## config.mk

```make
export PLATFORM = sky130hd
export DESIGN_NAME = sample_scheduler
export DESIGN_NICKNAME = d
export VERILOG_FILES = /design/src/rtl/sample_scheduler.sv
export SDC_FILE = /design/constraint.sdc
export NUM_CORES = 1
export LEC_CHECK = 0
export CAP_MARGIN = 20
export CORE_AREA = 2 2 69 88
export DETAILED_ROUTE_END_ITERATION = 12
export DIE_AREA = 0 0 71 90
export PLACE_DENSITY = 0.83
export SYNTH_ARGS = -nofsm -noshare
export SYNTH_HDL_FRONTEND = slang
export SYNTH_SLANG_ARGS = --single-unit
```

## constraint.sdc

```tcl
create_clock -name clk -period 5.9 [get_ports clk]
set_input_delay 1.18 -clock clk [delete_from_list [all_inputs] [get_ports clk]]
set_output_delay 1.18 -clock clk [all_outputs]
set_load 0.01 [all_outputs]
```

## src/rtl/sample_scheduler.sv

```systemverilog
// Round-robin acquisition controller: on each sample tick, walks the enabled channels,
// issues one conversion request per channel, and forwards each result tagged with its channel.
module sample_scheduler #(
   parameter int NUM_CH  = 4,
   parameter int TIMEOUT = 15,
   localparam int CH_W   = (NUM_CH > 1) ? $clog2(NUM_CH) : 1,
   localparam int WAIT_W = $clog2(TIMEOUT + 1)
) (
   input  logic              clk,
   input  logic              rst,
   input  logic              enable,
   input  logic [15:0]       period,
   input  logic [NUM_CH-1:0] ch_mask,
   input  logic              clear_err,
   output logic              conv_req,
   output logic [CH_W-1:0]   conv_ch,
   input  logic              conv_ack,
   input  logic [7:0]        conv_data,
   output logic              smp_valid,
   output logic [CH_W-1:0]   smp_ch,
   output logic [7:0]        smp_data,
   output logic              round_done,
   output logic              busy,
   output logic              overrun,
   output logic [NUM_CH-1:0] timeout_err
);

   typedef enum logic [1:0] {
      S_IDLE,
      S_SCAN,
      S_REQ,
      S_DONE
   } state_t;

   state_t              state_q, state_d;
   logic [15:0]         tcnt_q, tcnt_d;
   logic [15:0]         period_m1;
   logic                tick;
   logic [NUM_CH-1:0]   mask_q, mask_d;
   logic [CH_W-1:0]     ptr_q, ptr_d;
   logic [WAIT_W-1:0]   wcnt_q, wcnt_d;
   logic                conv_req_q, conv_req_d;
   logic [CH_W-1:0]     conv_ch_q, conv_ch_d;
   logic                smp_valid_q, smp_valid_d;
   logic [CH_W-1:0]     smp_ch_q, smp_ch_d;
   logic [7:0]          smp_data_q, smp_data_d;
   logic                round_done_q, round_done_d;
   logic                busy_q, busy_d;
   logic                overrun_q, overrun_d;
   logic [NUM_CH-1:0]   timeout_q, timeout_d;
   logic                overrun_set;
   logic [NUM_CH-1:0]   timeout_set;
   logic                last_ch;
   logic                wait_expired;

   // A zero period behaves like period 1, i.e. a tick on every enabled cycle.
   always_comb begin
      period_m1 = (period == 16'd0) ? 16'd0 : period - 16'd1;
      tick      = 1'b0;
      tcnt_d    = 16'd0;
      if (enable) begin
         if (tcnt_q >= period_m1) begin
            tick = 1'b1;
         end else begin
            tcnt_d = tcnt_q + 16'd1;
         end
      end
   end

   always_comb begin
      state_d      = state_q;
      mask_d       = mask_q;
      ptr_d        = ptr_q;
      wcnt_d       = wcnt_q;
      conv_req_d   = conv_req_q;
      conv_ch_d    = conv_ch_q;
      smp_valid_d  = 1'b0;
      smp_ch_d     = smp_ch_q;
      smp_data_d   = smp_data_q;
      overrun_set  = 1'b0;
      timeout_set  = '0;
      last_ch      = (ptr_q == CH_W'(NUM_CH - 1));
      wait_expired = (wcnt_q == WAIT_W'(TIMEOUT - 1));

      case (state_q)
         S_IDLE: begin
            if (tick) begin
               mask_d  = ch_mask;
               ptr_d   = '0;
               state_d = S_SCAN;
            end
         end
         S_SCAN: begin
            if (mask_q[ptr_q]) begin
               state_d    = S_REQ;
               wcnt_d     = '0;
               conv_req_d = 1'b1;
               conv_ch_d  = ptr_q;
            end else if (last_ch) begin
               state_d = S_DONE;
            end else begin
               ptr_d = ptr_q + 1'b1;
            end
         end
         S_REQ: begin
            // An ack on the final wait cycle still counts as a good sample.
            if (conv_ack || wait_expired) begin
               if (conv_ack) begin
                  smp_valid_d = 1'b1;
                  smp_ch_d    = ptr_q;
                  smp_data_d  = conv_data;
               end else begin
                  timeout_set[ptr_q] = 1'b1;
               end
               conv_req_d = 1'b0;
               if (last_ch) begin
                  state_d = S_DONE;
               end else begin
                  ptr_d   = ptr_q + 1'b1;
                  state_d = S_SCAN;
               end
            end else begin
               wcnt_d = wcnt_q + 1'b1;
            end
         end
         S_DONE: begin
            state_d = S_IDLE;
         end
         default: begin
            state_d = S_IDLE;
         end
      endcase

      if (tick && (state_q != S_IDLE)) begin
         overrun_set = 1'b1;
      end

      round_done_d = (state_d == S_DONE);
      busy_d       = (state_d != S_IDLE);
      overrun_d    = (overrun_q & ~clear_err) | overrun_set;
      timeout_d    = (timeout_q & ~{NUM_CH{clear_err}}) | timeout_set;
   end

   always_ff @(posedge clk or posedge rst) begin
      if (rst) begin
         state_q      <= S_IDLE;
         tcnt_q       <= 16'd0;
         mask_q       <= '0;
         ptr_q        <= '0;
         wcnt_q       <= '0;
         conv_req_q   <= 1'b0;
         conv_ch_q    <= '0;
         smp_valid_q  <= 1'b0;
         smp_ch_q     <= '0;
         smp_data_q   <= 8'd0;
         round_done_q <= 1'b0;
         busy_q       <= 1'b0;
         overrun_q    <= 1'b0;
         timeout_q    <= '0;
      end else begin
         state_q      <= state_d;
         tcnt_q       <= tcnt_d;
         mask_q       <= mask_d;
         ptr_q        <= ptr_d;
         wcnt_q       <= wcnt_d;
         conv_req_q   <= conv_req_d;
         conv_ch_q    <= conv_ch_d;
         smp_valid_q  <= smp_valid_d;
         smp_ch_q     <= smp_ch_d;
         smp_data_q   <= smp_data_d;
         round_done_q <= round_done_d;
         busy_q       <= busy_d;
         overrun_q    <= overrun_d;
         timeout_q    <= timeout_d;
      end
   end

   assign conv_req    = conv_req_q;
   assign conv_ch     = conv_ch_q;
   assign smp_valid   = smp_valid_q;
   assign smp_ch      = smp_ch_q;
   assign smp_data    = smp_data_q;
   assign round_done  = round_done_q;
   assign busy        = busy_q;
   assign overrun     = overrun_q;
   assign timeout_err = timeout_q;

endmodule

```

==> flow_metrics.py <==
metrics = {
    "power_and_ir_drop": {
        "clockPowerShare_pct": 22.3,
        "internal-power_w": 0.000756,
        "p_sw_w": 0.000367,
        "power_density_nw_per_um2": 295,
        "p_comb_share_pct": 37.5,
        "power_leakage_nw": 1.73,
        "swShare_pct": 32.7,
        "vdd_drop_max_mv": 0.242,
        "pwr-share-seq_pct": 40.1,
    },
    "hold_path": {
        "hold_path_class": "reg -> reg",
        "hp-start": "smp_ch[1]",
        "holdPathStages": 2,
        "hold_end": "smp_ch[1]",
    },
    "setup_path": {
        "worstPathCellList": "clkdlybuf4s50_1 > nor4_2 > nand2_1 > or4_1 > nand2b_4 > and2_1 > ha_1 > nand2b_1 > a2111o_1 > a311oi_4 > nand3_2 > nor2_1",
        "criticalPathCategory": "in -> reg",
        "rr_endpoint": "tcnt_q[7]",
        "startpoint_type": "input pin",
        "path_max_fanout": 16,
        "r2r_cells": 7,
        "crit_buf_inv": 1,
        "cp_slowest_cell": "clkdlybuf4s50_1",
        "r2r_start": "tcnt_q[0]",
        "max_stage_delay_ns": 0.51,
        "cp.arrival_ns": 4.96,
        "cpLargestDelayFamily": "simple AND/OR/NAND/NOR gates",
        "endpoint_kind": "flip-flop",
        "r2r_setup_slack_ns": 3.46,
        "critical_path_required_ns": 6.12,
    },
    "grt": {
        "antenna_found_initial": 0,
        "grt_pass1_vias": 2527,
        "grt_pass1_wl_um": 11100,
        "track_usage_pct": 21.1,
        "grt_max_degree": 50,
        "grt_overflow": 0,
    },
    "floorplanning": {
        "die_h_um": 90,
        "coreArea_um2": 5620,
        "num_io_pins": 54,
        "die-area_um2": 6390,
        "row_count": 31,
        "die_x_um": 71,
        "initial_core_util_pct": 54.8,
    },
    "synth": {
        "yosysWarnings": 0,
        "synthDistinctLibCells": 51,
        "synth_seq_area_share_pct": 39.8,
        "synth_edf_count": 0,
        "synth.area.top_cells": "dfrtp_1 (40%), ha_1 (12%), xnor2_1 (4.5%), nand2_1 (4.3%), nor2_1 (3.7%)",
        "syn_area_per_cell_um2": 9.79,
        "yosysMostFrequentCell": "dfrtp_1",
        "async_reset_ff_share_pct": 100,
        "synth_top_area_share_pct": 39.8,
        "synth_seq_cells": 49,
        "syn_nets": 378,
        "synth_cells": 315,
        "synth_common_cells": "dfrtp_1 (49), nand2_1 (35), ha_1 (30), nor2_1 (30), inv_1 (17)",
        "syn-cell-area_um2": 3080,
        "synth_area_leader_cell": "dfrtp_1",
        "synth-main-ff-cell": "dfrtp_1",
    },
    "sta": {
        "setup_viol": 0,
        "period_share_pct": 80.4,
        "max_slew.worst_pin.slew_ns": 0.797,
        "fmax_mhz": 211,
        "fin_skew_ns": 0.00585,
        "slew_headroom_pct": 46.6,
        "totalNegativeSetupSlack_ns": 0,
        "hold_violations": 0,
        "maxSlewViolCount": 0,
        "rsz0062_at_grt": "no",
        "fin_crit_ns": 4.74,
    },
    "cts": {
        "post_cts_buffers": 0,
        "ctsResizeCount": 0,
        "cts_tree": "done",
        "postCtsHoldBufs": 0,
        "root_buffer": "clkbuf_8",
        "cts_max_path_buffers": 2,
        "cts.htree.levels": 2,
        "cts.sinks": 49,
        "clkTransAtPathRegs_ns": 0.09,
        "insertion_delay_ns": 0.30,
        "cts_inserted_buffers": 5,
    },
    "drt": {
        "vias_per_cell": 5.64,
        "wl_per_cell_um": 14.7,
        "drc_errors": 0,
        "drt_iter0_drc": 68,
        "antenna_left": 0,
        "first_pass_iters": 4,
        "drt_wl_total_um": 6420,
        "vias": 2457,
    },
    "final_layout": {
        "fin_cells": 436,
        "syn_to_final_growth_pct": 23.3,
        "drive_gt1_share_pct": 7.30,
        "nets": 432,
        "num-fill-cells": 463,
        "antenna_cells": 0,
    },
    "placement": {
        "port_buffers": 53,
        "gp_congestion": 0.822,
        "place_hpwl_um": 4860,
        "place_inst": 427,
    },
    "run_status": {
        "status": "finished clean",
    },
    "run": {
        "max_cap_violations": 0,
    },
}
## sequential cells by signal (all words and copies together) (netlist names)
signal       flops
smp_valid        1
conv_ch          2
tcnt_q          16
mask_q           4
smp_ch           2
state_q          2
ptr_q            2
smp_data         8
overrun          1
timeout_err      4
round_done       1
wcnt_q           4
busy             1
conv_req         1
## final cells by class
type / count / area [um2] / share of cell area [%]
Clock buffer: 6 / 82.6 / 2.17
Sequential cell: 49 / 1230 / 32.2
Inverter: 17 / 63.8 / 1.68
Tap cell: 66 / 82.6 / 2.17
Multi-Input combinational cell: 242 / 1760 / 46.3
Clock inverter: 2 / 37.5 / 0.987
Timing Repair Buffer: 54 / 551 / 14.5
## kinds of logic after synthesis
family,after synthesis,synth area share [%]
AO/OA/AOI/OAI,48,11.4
XOR/XNOR,26,7.38
AND/OR/NAND/NOR,117,18.3
adder cells (fa/ha/maj),30,12.2
flip-flops,49,39.8
multiplexers,21,7.71
buffers and inverters,24,3.20
## placed cells by master, fill, tap and decap left out, types with 2 or more instances in the layout
cell / instances
clkdlybuf4s50_1: 53
dfrtp_1: 49
nand2_1: 35
nor2_1: 30
ha_1: 30
inv_1: 16
xnor2_1: 16
nand3_1: 13
o21ai_0: 12
nor3_1: 10
xor2_1: 10
mux2i_1: 8
a22o_1: 8
mux2_2: 8
a21oi_1: 7
nand4_1: 6
clkbuf_8: 6
nor2b_1: 4
mux2_1: 4
a31oi_1: 3
nand2b_1: 3
nor4_1: 3
a21boi_0: 2
a21o_1: 2
nor3b_1: 2
and2_1: 2
or2_2: 2
## through the flow
stage / hold slack, ns / total power (W) / util, % / cell area [um2] / setup WS [ns]
after floorplan: 0.475 / 0.000698 / - / 3080 / 1.77
after CTS: 0.502 / 0.00113 / 67.3 / 3780 / 1.17
after detailed placement: 0.481 / 0.000876 / 65.1 / 3660 / 0.862
final: 0.498 / 0.00112 / 67.6 / 3800 / 1.16
after global placement: 0.468 / 0.000862 / 65.1 / 3660 / 0.983
after global routing: 0.542 / 0.00120 / 67.6 / 3800 / 0.918
## power by group through the flow
stage          sequential [W]  combinational (W)  clock [W]
5_1_grt              0.000460           0.000468   0.000268
4_1_cts              0.000450           0.000423   0.000254
2_1_floorplan        0.000470           0.000228          0
6_report             0.000451           0.000422   0.000251
3_5_place_dp         0.000455           0.000421          0
3_3_place_gp         0.000455           0.000408          0
## worst register-to-register path: cells and delay by family, from the launching register on
| family | cells | cell delay, ns |
|---|---|---|
| flip-flops | 1 | 0.44 |
| adder cells (fa/ha/maj) | 1 | 0.28 |
| buffers and inverters | 1 | 0.07 |
| AND/OR/NAND/NOR | 3 | 0.72 |
| AO/OA/AOI/OAI | 2 | 0.85 |
## layer usage
layer	global-route usage (%)	share of wire, %
met5	0	0
met4	6.92	2.1
met3	3.81	5.0
met2	37.5	51
met1	25.5	42
## worst max path at each step
stage | cells past startpoint | to | slack [ns] | from
after global placement | 12 | mask_q[2] | 0.98 | period[6]
after detailed placement | 12 | tcnt_q[6] | 0.86 | period[6]
final | 12 | tcnt_q[7] | 1.16 | period[6]
after floorplan | 11 | mask_q[0] | 1.77 | period[6]
after CTS | 12 | tcnt_q[6] | 1.17 | period[6]
after global routing | 12 | tcnt_q[7] | 0.92 | period[6]
No activity file was read; power rests on OpenSTA's default activity.
